--- src/rtl/cpu_mcu_port_controller_if.sv ---
// ----------------------------------------------------------------------------
// cpu_mcu_port_controller_if
//
// Purpose: bundles the game-CPU side signals of the MB8841 port controller so
// the controller and its environment connect through one named port.
//
// Signals:
//   IN3_AL        CPU read strobe for the port, active-low, asynchronous
//   CLR_AL        sequence clear, active-low, synchronous to CPU_CLOCK
//   NMI_AL        NMI to the game CPU, active-low
//   MCU_DATA_OUT  4-bit value presented on DB3..DB0
//   MCU_DATA_OE   enable for the top-level DB3..DB0 tri-state drivers
//   STARTED       sticky, first CPU read seen since reset
//   FAULT         sticky, NMI retries exhausted without a read
//
// Modports:
//   master  the CPU/board side: drives the strobes, observes the outputs
//   slave   the controller: samples the strobes, drives the outputs
// ----------------------------------------------------------------------------
interface cpu_mcu_port_controller_if;
    logic       IN3_AL;
    logic       CLR_AL;
    logic       NMI_AL;
    logic [3:0] MCU_DATA_OUT;
    logic       MCU_DATA_OE;
    logic       STARTED;
    logic       FAULT;

    modport master (
        output IN3_AL,
        output CLR_AL,
        input  NMI_AL,
        input  MCU_DATA_OUT,
        input  MCU_DATA_OE,
        input  STARTED,
        input  FAULT
    );

    modport slave (
        input  IN3_AL,
        input  CLR_AL,
        output NMI_AL,
        output MCU_DATA_OUT,
        output MCU_DATA_OE,
        output STARTED,
        output FAULT
    );
endinterface

--- src/rtl/cpu_mcu_port_controller.sv ---
// ----------------------------------------------------------------------------
// cpu_mcu_port_controller
//
// Purpose: controls the game CPU's port to the custom microcomputer (MB8841).
// After reset it issues a startup NMI to the game CPU and waits for the CPU to
// read the port. If no read arrives within the watchdog window, the NMI is
// re-pulsed a bounded number of times before FAULT is raised. Independently,
// each CPU read strobe (IN3_AL) returns the next value of a free-running
// 4-bit sequence and enables the top-level data bus drivers.
//
// Parameters:
//   NMI_DELAY    cycles from reset release to the first NMI pulse (>=1)
//   NMI_WIDTH    cycles NMI_AL is held low per pulse (>=1)
//   WDOG_CYCLES  cycles after a pulse in which a CPU read must occur (>=1)
//   MAX_RETRY    extra NMI pulses allowed before FAULT (0..15)
//
// Ports:
//   CPU_CLOCK  sole clock, everything changes on its rising edge
//   RESET      synchronous, active-high reset
//   port_if    slave side of cpu_mcu_port_controller_if (strobes in,
//              NMI/data/enable/status out, all outputs registered)
// ----------------------------------------------------------------------------
module cpu_mcu_port_controller #(
    parameter int NMI_DELAY   = 16,
    parameter int NMI_WIDTH   = 4,
    parameter int WDOG_CYCLES = 1024,
    parameter int MAX_RETRY   = 3
) (
    input  logic                      CPU_CLOCK,
    input  logic                      RESET,
    cpu_mcu_port_controller_if.slave  port_if
);

    // One shared counter serves every timed state, so it must hold the
    // largest terminal count among the three phases.
    localparam int CNT_MAX_A = (NMI_DELAY > NMI_WIDTH) ? NMI_DELAY : NMI_WIDTH;
    localparam int CNT_MAX   = (CNT_MAX_A > WDOG_CYCLES) ? CNT_MAX_A : WDOG_CYCLES;
    localparam int CNT_W     = $clog2(CNT_MAX + 1);

    // DELAY ends on count NMI_DELAY because the counter starts at 0 on the
    // first edge after reset release; NMI_AL is registered off the next
    // state, which puts the first low cycle right at edge NMI_DELAY.
    localparam logic [CNT_W-1:0] DELAY_END = CNT_W'(NMI_DELAY);
    localparam logic [CNT_W-1:0] WIDTH_END = CNT_W'(NMI_WIDTH - 1);
    localparam logic [CNT_W-1:0] WDOG_END  = CNT_W'(WDOG_CYCLES - 1);
    localparam logic [3:0]       RETRY_MAX = 4'(MAX_RETRY);

    typedef enum logic [2:0] {
        ST_DELAY,
        ST_PULSE,
        ST_WAIT,
        ST_RUN,
        ST_FAIL
    } state_t;

    state_t             state_q,     state_d;
    logic [CNT_W-1:0]   cnt_q,       cnt_d;
    logic [3:0]         retry_q,     retry_d;
    logic               in3_meta_q,  in3_meta_d;
    logic               in3_s_q,     in3_s_d;
    logic               in3_d_q,     in3_d_d;
    logic [3:0]         seq_q,       seq_d;
    logic [3:0]         data_q,      data_d;
    logic               oe_q,        oe_d;
    logic               started_q,   started_d;
    logic               fault_q,     fault_d;
    logic               nmi_q,       nmi_d;
    logic               rd_start;

    // Read path: two-flop synchroniser on the asynchronous strobe plus a delay
    // flop for edge detection. A falling synchronised strobe is a read start;
    // the matching read end needs no explicit detector because the bus enable
    // simply tracks the synchronised strobe one cycle later.
    always_comb begin
        in3_meta_d = port_if.IN3_AL;
        in3_s_d    = in3_meta_q;
        in3_d_d    = in3_s_q;
        rd_start   = in3_d_q & ~in3_s_q;

        seq_d     = seq_q;
        data_d    = data_q;
        oe_d      = ~in3_s_q;
        started_d = started_q | rd_start;

        if (!port_if.CLR_AL) begin
            seq_d  = 4'd0;
            data_d = 4'd0;
        end else if (rd_start) begin
            seq_d  = seq_q + 4'd1;
            data_d = seq_q + 4'd1;
        end
    end

    // NMI supervisor: delay, pulse, then either a read has been seen (RUN) or
    // the watchdog window is opened (WAIT). Watchdog expiry re-pulses until
    // the retry budget is spent, then parks in FAIL. A read during WAIT wins
    // over a simultaneous timeout.
    always_comb begin
        state_d = state_q;
        cnt_d   = cnt_q;
        retry_d = retry_q;

        case (state_q)
            ST_DELAY: begin
                if (cnt_q == DELAY_END) begin
                    state_d = ST_PULSE;
                    cnt_d   = '0;
                end else begin
                    cnt_d = cnt_q + 1'b1;
                end
            end
            ST_PULSE: begin
                if (cnt_q == WIDTH_END) begin
                    cnt_d   = '0;
                    state_d = (started_q | rd_start) ? ST_RUN : ST_WAIT;
                end else begin
                    cnt_d = cnt_q + 1'b1;
                end
            end
            ST_WAIT: begin
                if (rd_start) begin
                    state_d = ST_RUN;
                    cnt_d   = '0;
                end else if (cnt_q == WDOG_END) begin
                    cnt_d = '0;
                    if (retry_q == RETRY_MAX) begin
                        state_d = ST_FAIL;
                    end else begin
                        retry_d = retry_q + 4'd1;
                        state_d = ST_PULSE;
                    end
                end else begin
                    cnt_d = cnt_q + 1'b1;
                end
            end
            ST_RUN: begin
                cnt_d = '0;
            end
            ST_FAIL: begin
                cnt_d = '0;
            end
            default: begin
                state_d = ST_DELAY;
                cnt_d   = '0;
            end
        endcase

        // Registered off the next state so NMI_AL and FAULT line up exactly
        // with the cycles the FSM spends in PULSE and FAIL.
        nmi_d   = (state_d != ST_PULSE);
        fault_d = fault_q | (state_d == ST_FAIL);
    end

    // All state registers; reset is synchronous and returns every output,
    // including an NMI in mid-pulse, to its idle value on the next edge.
    always_ff @(posedge CPU_CLOCK) begin
        if (RESET) begin
            state_q    <= ST_DELAY;
            cnt_q      <= '0;
            retry_q    <= 4'd0;
            in3_meta_q <= 1'b1;
            in3_s_q    <= 1'b1;
            in3_d_q    <= 1'b1;
            seq_q      <= 4'd0;
            data_q     <= 4'd0;
            oe_q       <= 1'b0;
            started_q  <= 1'b0;
            fault_q    <= 1'b0;
            nmi_q      <= 1'b1;
        end else begin
            state_q    <= state_d;
            cnt_q      <= cnt_d;
            retry_q    <= retry_d;
            in3_meta_q <= in3_meta_d;
            in3_s_q    <= in3_s_d;
            in3_d_q    <= in3_d_d;
            seq_q      <= seq_d;
            data_q     <= data_d;
            oe_q       <= oe_d;
            started_q  <= started_d;
            fault_q    <= fault_d;
            nmi_q      <= nmi_d;
        end
    end

    assign port_if.NMI_AL       = nmi_q;
    assign port_if.MCU_DATA_OUT = data_q;
    assign port_if.MCU_DATA_OE  = oe_q;
    assign port_if.STARTED      = started_q;
    assign port_if.FAULT        = fault_q;

endmodule

--- src/flat_wrapper.sv ---
// flat-port wrapper written by rule: the top's interface ports become plain ports
module cpu_mcu_port_controller_flat 
#(
    parameter int NMI_DELAY   = 16,
    parameter int NMI_WIDTH   = 4,
    parameter int WDOG_CYCLES = 1024,
    parameter int MAX_RETRY   = 3
)
  (CPU_CLOCK, RESET, port_if_IN3_AL, port_if_CLR_AL, port_if_NMI_AL, port_if_MCU_DATA_OUT, port_if_MCU_DATA_OE, port_if_STARTED, port_if_FAULT);
  cpu_mcu_port_controller_if port_if_i ();
  input  logic CPU_CLOCK;
  input  logic RESET;
  input wire logic [$bits(port_if_i.IN3_AL)-1:0] port_if_IN3_AL;
  input wire logic [$bits(port_if_i.CLR_AL)-1:0] port_if_CLR_AL;
  output wire logic [$bits(port_if_i.NMI_AL)-1:0] port_if_NMI_AL;
  output wire logic [$bits(port_if_i.MCU_DATA_OUT)-1:0] port_if_MCU_DATA_OUT;
  output wire logic [$bits(port_if_i.MCU_DATA_OE)-1:0] port_if_MCU_DATA_OE;
  output wire logic [$bits(port_if_i.STARTED)-1:0] port_if_STARTED;
  output wire logic [$bits(port_if_i.FAULT)-1:0] port_if_FAULT;
  assign port_if_i.IN3_AL = port_if_IN3_AL;
  assign port_if_i.CLR_AL = port_if_CLR_AL;
  assign port_if_NMI_AL = port_if_i.NMI_AL;
  assign port_if_MCU_DATA_OUT = port_if_i.MCU_DATA_OUT;
  assign port_if_MCU_DATA_OE = port_if_i.MCU_DATA_OE;
  assign port_if_STARTED = port_if_i.STARTED;
  assign port_if_FAULT = port_if_i.FAULT;
  cpu_mcu_port_controller #(.NMI_DELAY(NMI_DELAY), .NMI_WIDTH(NMI_WIDTH), .WDOG_CYCLES(WDOG_CYCLES), .MAX_RETRY(MAX_RETRY)) u_core (.CPU_CLOCK(CPU_CLOCK), .RESET(RESET), .port_if(port_if_i));
endmodule
--- config.mk ---
export PLATFORM = sky130hd
export DESIGN_NAME = cpu_mcu_port_controller_flat
export DESIGN_NICKNAME = d
export VERILOG_FILES = /design/src/rtl/cpu_mcu_port_controller_if.sv /design/src/rtl/cpu_mcu_port_controller.sv /design/src/flat_wrapper.sv
export SDC_FILE = /design/constraint.sdc
export NUM_CORES = 1
export LEC_CHECK = 0
export CORE_MARGIN = 10
export CORE_UTILIZATION = 50
export DETAILED_ROUTE_END_ITERATION = 10
export PLACE_DENSITY_LB_ADDON = 0.05
export SYNTH_ARGS = -nofsm -noshare
export SYNTH_HDL_FRONTEND = slang
export SYNTH_SLANG_ARGS = --single-unit
--- constraint.sdc ---
create_clock -name CPU_CLOCK -period 1.7 [get_ports CPU_CLOCK]
set_input_delay 0.34 -clock CPU_CLOCK [delete_from_list [all_inputs] [get_ports CPU_CLOCK]]
set_output_delay 0.34 -clock CPU_CLOCK [all_outputs]
set_load 0.02 [all_outputs]
* After elaboration in Yosys (flattened, before gate mapping)
Index checks and enable logic that the tools add are counted.
** Cells by class
- Equal/unequal tests :: 10
- Reduce and logical (&&, ||, !) cells :: 4
- Bitwise logic cells :: 7
- $add $sub $neg :: 3
- Muxes and demuxes :: 12
** Operators with widths (count)
- 2-to-1 mux 11 bit :: 4
- one-hot mux 11 bit (3 select lines) :: 1
- 2-to-1 mux 3 bit :: 5
- one-hot mux 3 bit (4 select lines) :: 1
- adder 11 x 1 -> 11 bit, second input constant :: 1
- equality test 11 x 10 -> 1 bit, second input constant :: 1
- equality test 11 x 2 -> 1 bit, second input constant :: 1
- equality test 11 x 5 -> 1 bit, second input constant :: 1
- adder 4 x 1 -> 4 bit, second input constant :: 2
- equality test 3 x 2 -> 1 bit, second input constant :: 2
- equality test 3 bit, second input constant :: 2
- equality test 4 x 2 -> 1 bit, second input constant :: 1
- NOT 1 bit :: 4
- AND reduction 4 bit :: 1
- OR reduction 2 bit :: 2
- equality test 3 x 1 -> 1 bit, second input constant :: 1
- zero test 3 bit :: 1
- != test 3 x 1 -> 1 bit, second input constant :: 1
- OR 1 bit :: 2
- AND 1 bit :: 1
- 2-to-1 mux 1 bit :: 1
** Storage, ports and cells
- Register bits :: 29
- Word-level logic and storage cells :: 47

* Longest topological paths before layout
- Word-level depth :: 8
- Gate-level depth with buffers :: 7
- Gate-level depth less buffers :: 7

* Worst setup path before layout
OpenSTA, ideal clock, no wires.
- Kind :: flip-flop to flip-flop
- Start :: register u_core.cnt_q[0]
- End :: register u_core.cnt_q[2]
- Setup slack :: 0.145 ns
- Path buffers :: 0
- Clock period less this slack :: 1.555 ns
- Arrival :: 1.431 ns
- Setup time :: 0.124 ns
- Stages on the path, launching flop included :: 7
- Data required time :: 1.576 ns
- Cells stage by stage :: dfxtp_1 -> ha_1 -> nand2_1 -> nor4_4 -> inv_1 -> a31oi_4 -> nor2_1
** Between the ends
- Cells in the longest elaborated chain, start to end :: 4
** RTL lines
- from (decl) :: RTL line cpu_mcu_port_controller.sv:57 : logic [CNT_W-1:0] cnt_q, cnt_d;
- from (signal assigned) :: RTL line cpu_mcu_port_controller.sv:172 : cnt_q <= cnt_d;
- adder 11 x 1 -> 11 bit / equality test 11 x 10 -> 1 bit (equally long branches)
- 2-to-1 mux 11 bit :: RTL line cpu_mcu_port_controller.sv:124 : end else if (cnt_q == WDOG_END) begin
- 2-to-1 mux 11 bit :: RTL line cpu_mcu_port_controller.sv:121 : if (rd_start) begin
- one-hot mux 11 bit (3 select lines) (*) :: RTL line cpu_mcu_port_controller.sv:103 : case (state_q)
Mark *: on every way between the ends. The rest lies on a longest branch, timed or not.
A chain may end at the register's enable or synchronous reset.

* Final worst setup path
- Start :: register u_core.cnt_q[9]
- End :: register u_core.cnt_q[9]
Same word-level chain as after synthesis.

==> impl_metrics.tcl <==
set metrics [dict create \
    outcome "finished, final reports clean" \
    grt_setup_unrepaired "yes" \
    drv_cap 0 \
    grt-busiest-layer "met2" \
    wl_per_cell_um 12.8 \
    clock-sinks 29 \
    slowest_delay_ns 0.53 \
    clk_path_buf_depth 2 \
    cts_tree "done" \
    hold_class "flip-flop to flip-flop" \
    clock_skew_ns 0.0137 \
    syn-cell-area_mm2 0.00132 \
    power_density_mw_per_mm2 822 \
    syn_to_final_growth_pct 25.3 \
    gr-total-overflow 0 \
    start_util 0.528 \
    crit_path_end_kind "flip-flop" \
    ys_warn_count 0 \
    cts.clk_slew.worst_paths_ns 0.09 \
    rr_endpoint "u_core.cnt_q[9]$_SDFF_PP0_" \
    synthFlopType "dfxtp_1" \
    critPathLaunch "u_core.cnt_q[9]$_SDFF_PP0_" \
    vias 1061 \
    ys_ff_latch 29 \
    place_ws_ns -0.0803 \
    syn_area_per_cell_um2 9.09 \
    firstDrtPassIters 4 \
    power.total_mw 1.36 \
    slew_headroom 0.712 \
    finalSetupViolations 0 \
    r2r_cells 5 \
    maxSlewViolCount 0 \
    die_w_um 71.4 \
    synth-edff-count 0 \
    antenna_left 0 \
    multi_input_comb_area_um2 717 \
    grt_start_max_net_pins 10 \
    ys_types 37 \
    cts_made_buffers 5 \
    ioPinCount 12 \
    critical-path-slowest-cell "or4_4" \
    drt-vias-per-instance 5.25 \
    nNetsFinal 179 \
    seqCellArea_um2 587 \
    ys_async_sr_fraction 0 \
    use_met3 0.0551 \
    dp_cells 194 \
    worstSkewPairLatency_ns 0.32 \
    crit_type "flip-flop to flip-flop" \
    drc 0 \
    final_area_mm2 0.00165 \
    min_period_ns 1.68 \
    track_usage 0.106 \
    drive_gt1_frac 0.209 \
    ir_worst_vdd_v 0.000576 \
    crit_end "u_core.cnt_q[9]$_SDFF_PP0_" \
    dieArea_mm2 0.00509 \
    grt_pass1_wl_mm 4.50 \
    fp.dieH_um 71.4 \
    fmax_mhz 597 \
    fillCellCount 216 \
    placed_cell_area_mm2 0.00154 \
    worstMarginPinSlew_ns 0.429 \
    use_met2 0.176 \
    postCtsSetupBuffers 0 \
    finalCritPeriodShare 0.986 \
    syn_inst 145 \
    port_buffers 11 \
    row_count 18 \
    cts_root_buf "clkbuf_4" \
    antenna_found_initial 0 \
    reg2reg_from "u_core.cnt_q[9]$_SDFF_PP0_" \
    arrival_ns 1.89 \
    reg2reg_slack_ns 0.02 \
    drtIter0Drc 18 \
    grt_pass1_vias 1075 \
    mappedNetlistNets 153 \
    synth.yosys.seq_area_share 0.440 \
    htreeDepth 2 \
    cp_max_fo 9 \
    place.gp.congestion 0.746 \
    diodes 0 \
    core_area_mm2 0.00250 \
    wirelength_mm 2.58 \
    fin_ws_ns 0.0244 \
    p_leak_nw 0.704 \
    path_cells "or4_4 -> nor2_4 -> a2111oi_4 -> a31oi_4 -> nor2_1" \
    stdcell_count 202 \
    dpl.hpwl_mm 1.95 \
    start_kind "flip-flop" \
    finalHoldViolCount 0 \
    grt_use_met1 0.110 \
    required_ns 1.91 \
]
-- cell usage after synthesis, types with 2 or more instances --
cell | instances | area (um2)
a21oi_1 | 4 | 20.0
nor3_1 | 2 | 10.0
or2_2 | 5 | 31.3
dfxtp_1 | 29 | 581
nand4_1 | 4 | 25.0
o21ai_0 | 2 | 10.0
nand2b_1 | 2 | 12.5
inv_1 | 6 | 22.5
mux2i_1 | 3 | 30.0
ha_1 | 4 | 50.1
clkbuf_1 | 3 | 11.3
nor2b_1 | 3 | 18.8
nand2_1 | 7 | 26.3
or4_4 | 2 | 22.5
and3_1 | 2 | 12.5
nand3_1 | 8 | 40.0
o21ai_1 | 3 | 15.0
a211oi_1 | 3 | 22.5
xor2_1 | 8 | 70.1
xnor2_1 | 5 | 43.8
nor2_1 | 24 | 90.1
-- state kept, by name (all words and copies together), names as in the netlist --
name	count
u_core.cnt_q	11
u_core.retry_q	4
u_core.seq_q	4
u_core.state_q	3
u_core.in3_d_d	1
u_core.in3_d_q	1
u_core.in3_meta_q	1
u_core.port_if.FAULT	1
u_core.port_if.MCU_DATA_OE	1
u_core.port_if.NMI_AL	1
u_core.port_if.STARTED	1
-- report_power, final --
group / internal [mW] / switching [mW] / total, mW
logic: 0.0419 / 0.0411 / 0.0830
registers: 0.691 / 0.00825 / 0.699
clock network: 0.351 / 0.225 / 0.576
total: 1.08 / 0.274 / 1.36
-- worst min path at each step --
stage	from	endpoint	cells past startpoint	slack (ns)
6_report	u_core.in3_meta_q$_SDFF_PP1_	u_core.in3_d_d$_SDFF_PP1_	1	0.43
5_1_grt	u_core.in3_meta_q$_SDFF_PP1_	u_core.in3_d_d$_SDFF_PP1_	1	0.46
4_1_cts	u_core.in3_meta_q$_SDFF_PP1_	u_core.in3_d_d$_SDFF_PP1_	1	0.43
3_5_place_dp	u_core.in3_meta_q$_SDFF_PP1_	u_core.in3_d_d$_SDFF_PP1_	1	0.41
3_3_place_gp	u_core.in3_meta_q$_SDFF_PP1_	u_core.in3_d_d$_SDFF_PP1_	1	0.40
2_1_floorplan	u_core.in3_meta_q$_SDFF_PP1_	u_core.in3_d_d$_SDFF_PP1_	1	0.39
-- cell type report --
type                            instances  share of cell area
Multi-Input combinational cell        106               0.434
Clock buffer                            7              0.0333
Timing Repair Buffer                   23               0.123
Inverter                                6              0.0136
Tap cell                               30              0.0227
Clock inverter                          1              0.0182
Sequential cell                        29               0.355
-- through the flow --
stage | hold WS [ns] | TNS (ns) | utilization
after detailed placement | 0.406 | -0.604 | 0.616
after global routing | 0.456 | -0.314 | 0.661
after floorplan | 0.389 | 0 | -
after CTS | 0.431 | 0 | 0.655
after global placement | 0.399 | -0.0979 | 0.616
final | 0.427 | 0 | 0.661
-- per-layer routing --
metal / share of wire / vias to the layer above
met5: 0 / -
met4: 0.017 / 0
met3: 0.053 / 6
met2: 0.49 / 15
met1: 0.44 / 494
li1: - / 546
-- cell usage in the layout (no fill, tap or decap), types with 4 or more instances in the layout --
cell type / synthesis / final
clkdlybuf4s50_1: 0 / 8
xor2_1: 8 / 8
clkbuf_4: 0 / 5
xnor2_1: 5 / 5
nand4_1: 4 / 4
dfxtp_1: 29 / 24
a21oi_1: 4 / 4
nand3_1: 8 / 7
nor2_1: 24 / 24
nand2_1: 7 / 7
buf_4: 0 / 12
or2_2: 5 / 5
dfxtp_2: 0 / 5
ha_1: 4 / 4
inv_1: 6 / 6
-- cell families after synthesis --
logic type | Yosys count | synth area share
simple gates | 67 | 0.277
flops | 29 | 0.440
buf+inv | 10 | 0.0294
fa+ha+maj | 4 | 0.0380
mux | 3 | 0.0228
xor+xnor | 13 | 0.0863
compound gates | 19 | 0.106
-- what timing repair did --
item	4_1_cts	5_1_grt
resized for setup	2	8
endpoints found under the setup margin	11	13
hold buffers	0	0
pin swaps	1	4
hold endpoints to repair	0	0
-- critical path, delay by kind of cell, from the launching register on --
kind	cells	cell delay, ns
AOI/OAI and AO/OA	2	0.39
DFF	1	0.35
and+or+nand+nor	3	0.82
No activity file was read; power rests on OpenSTA's default activity.
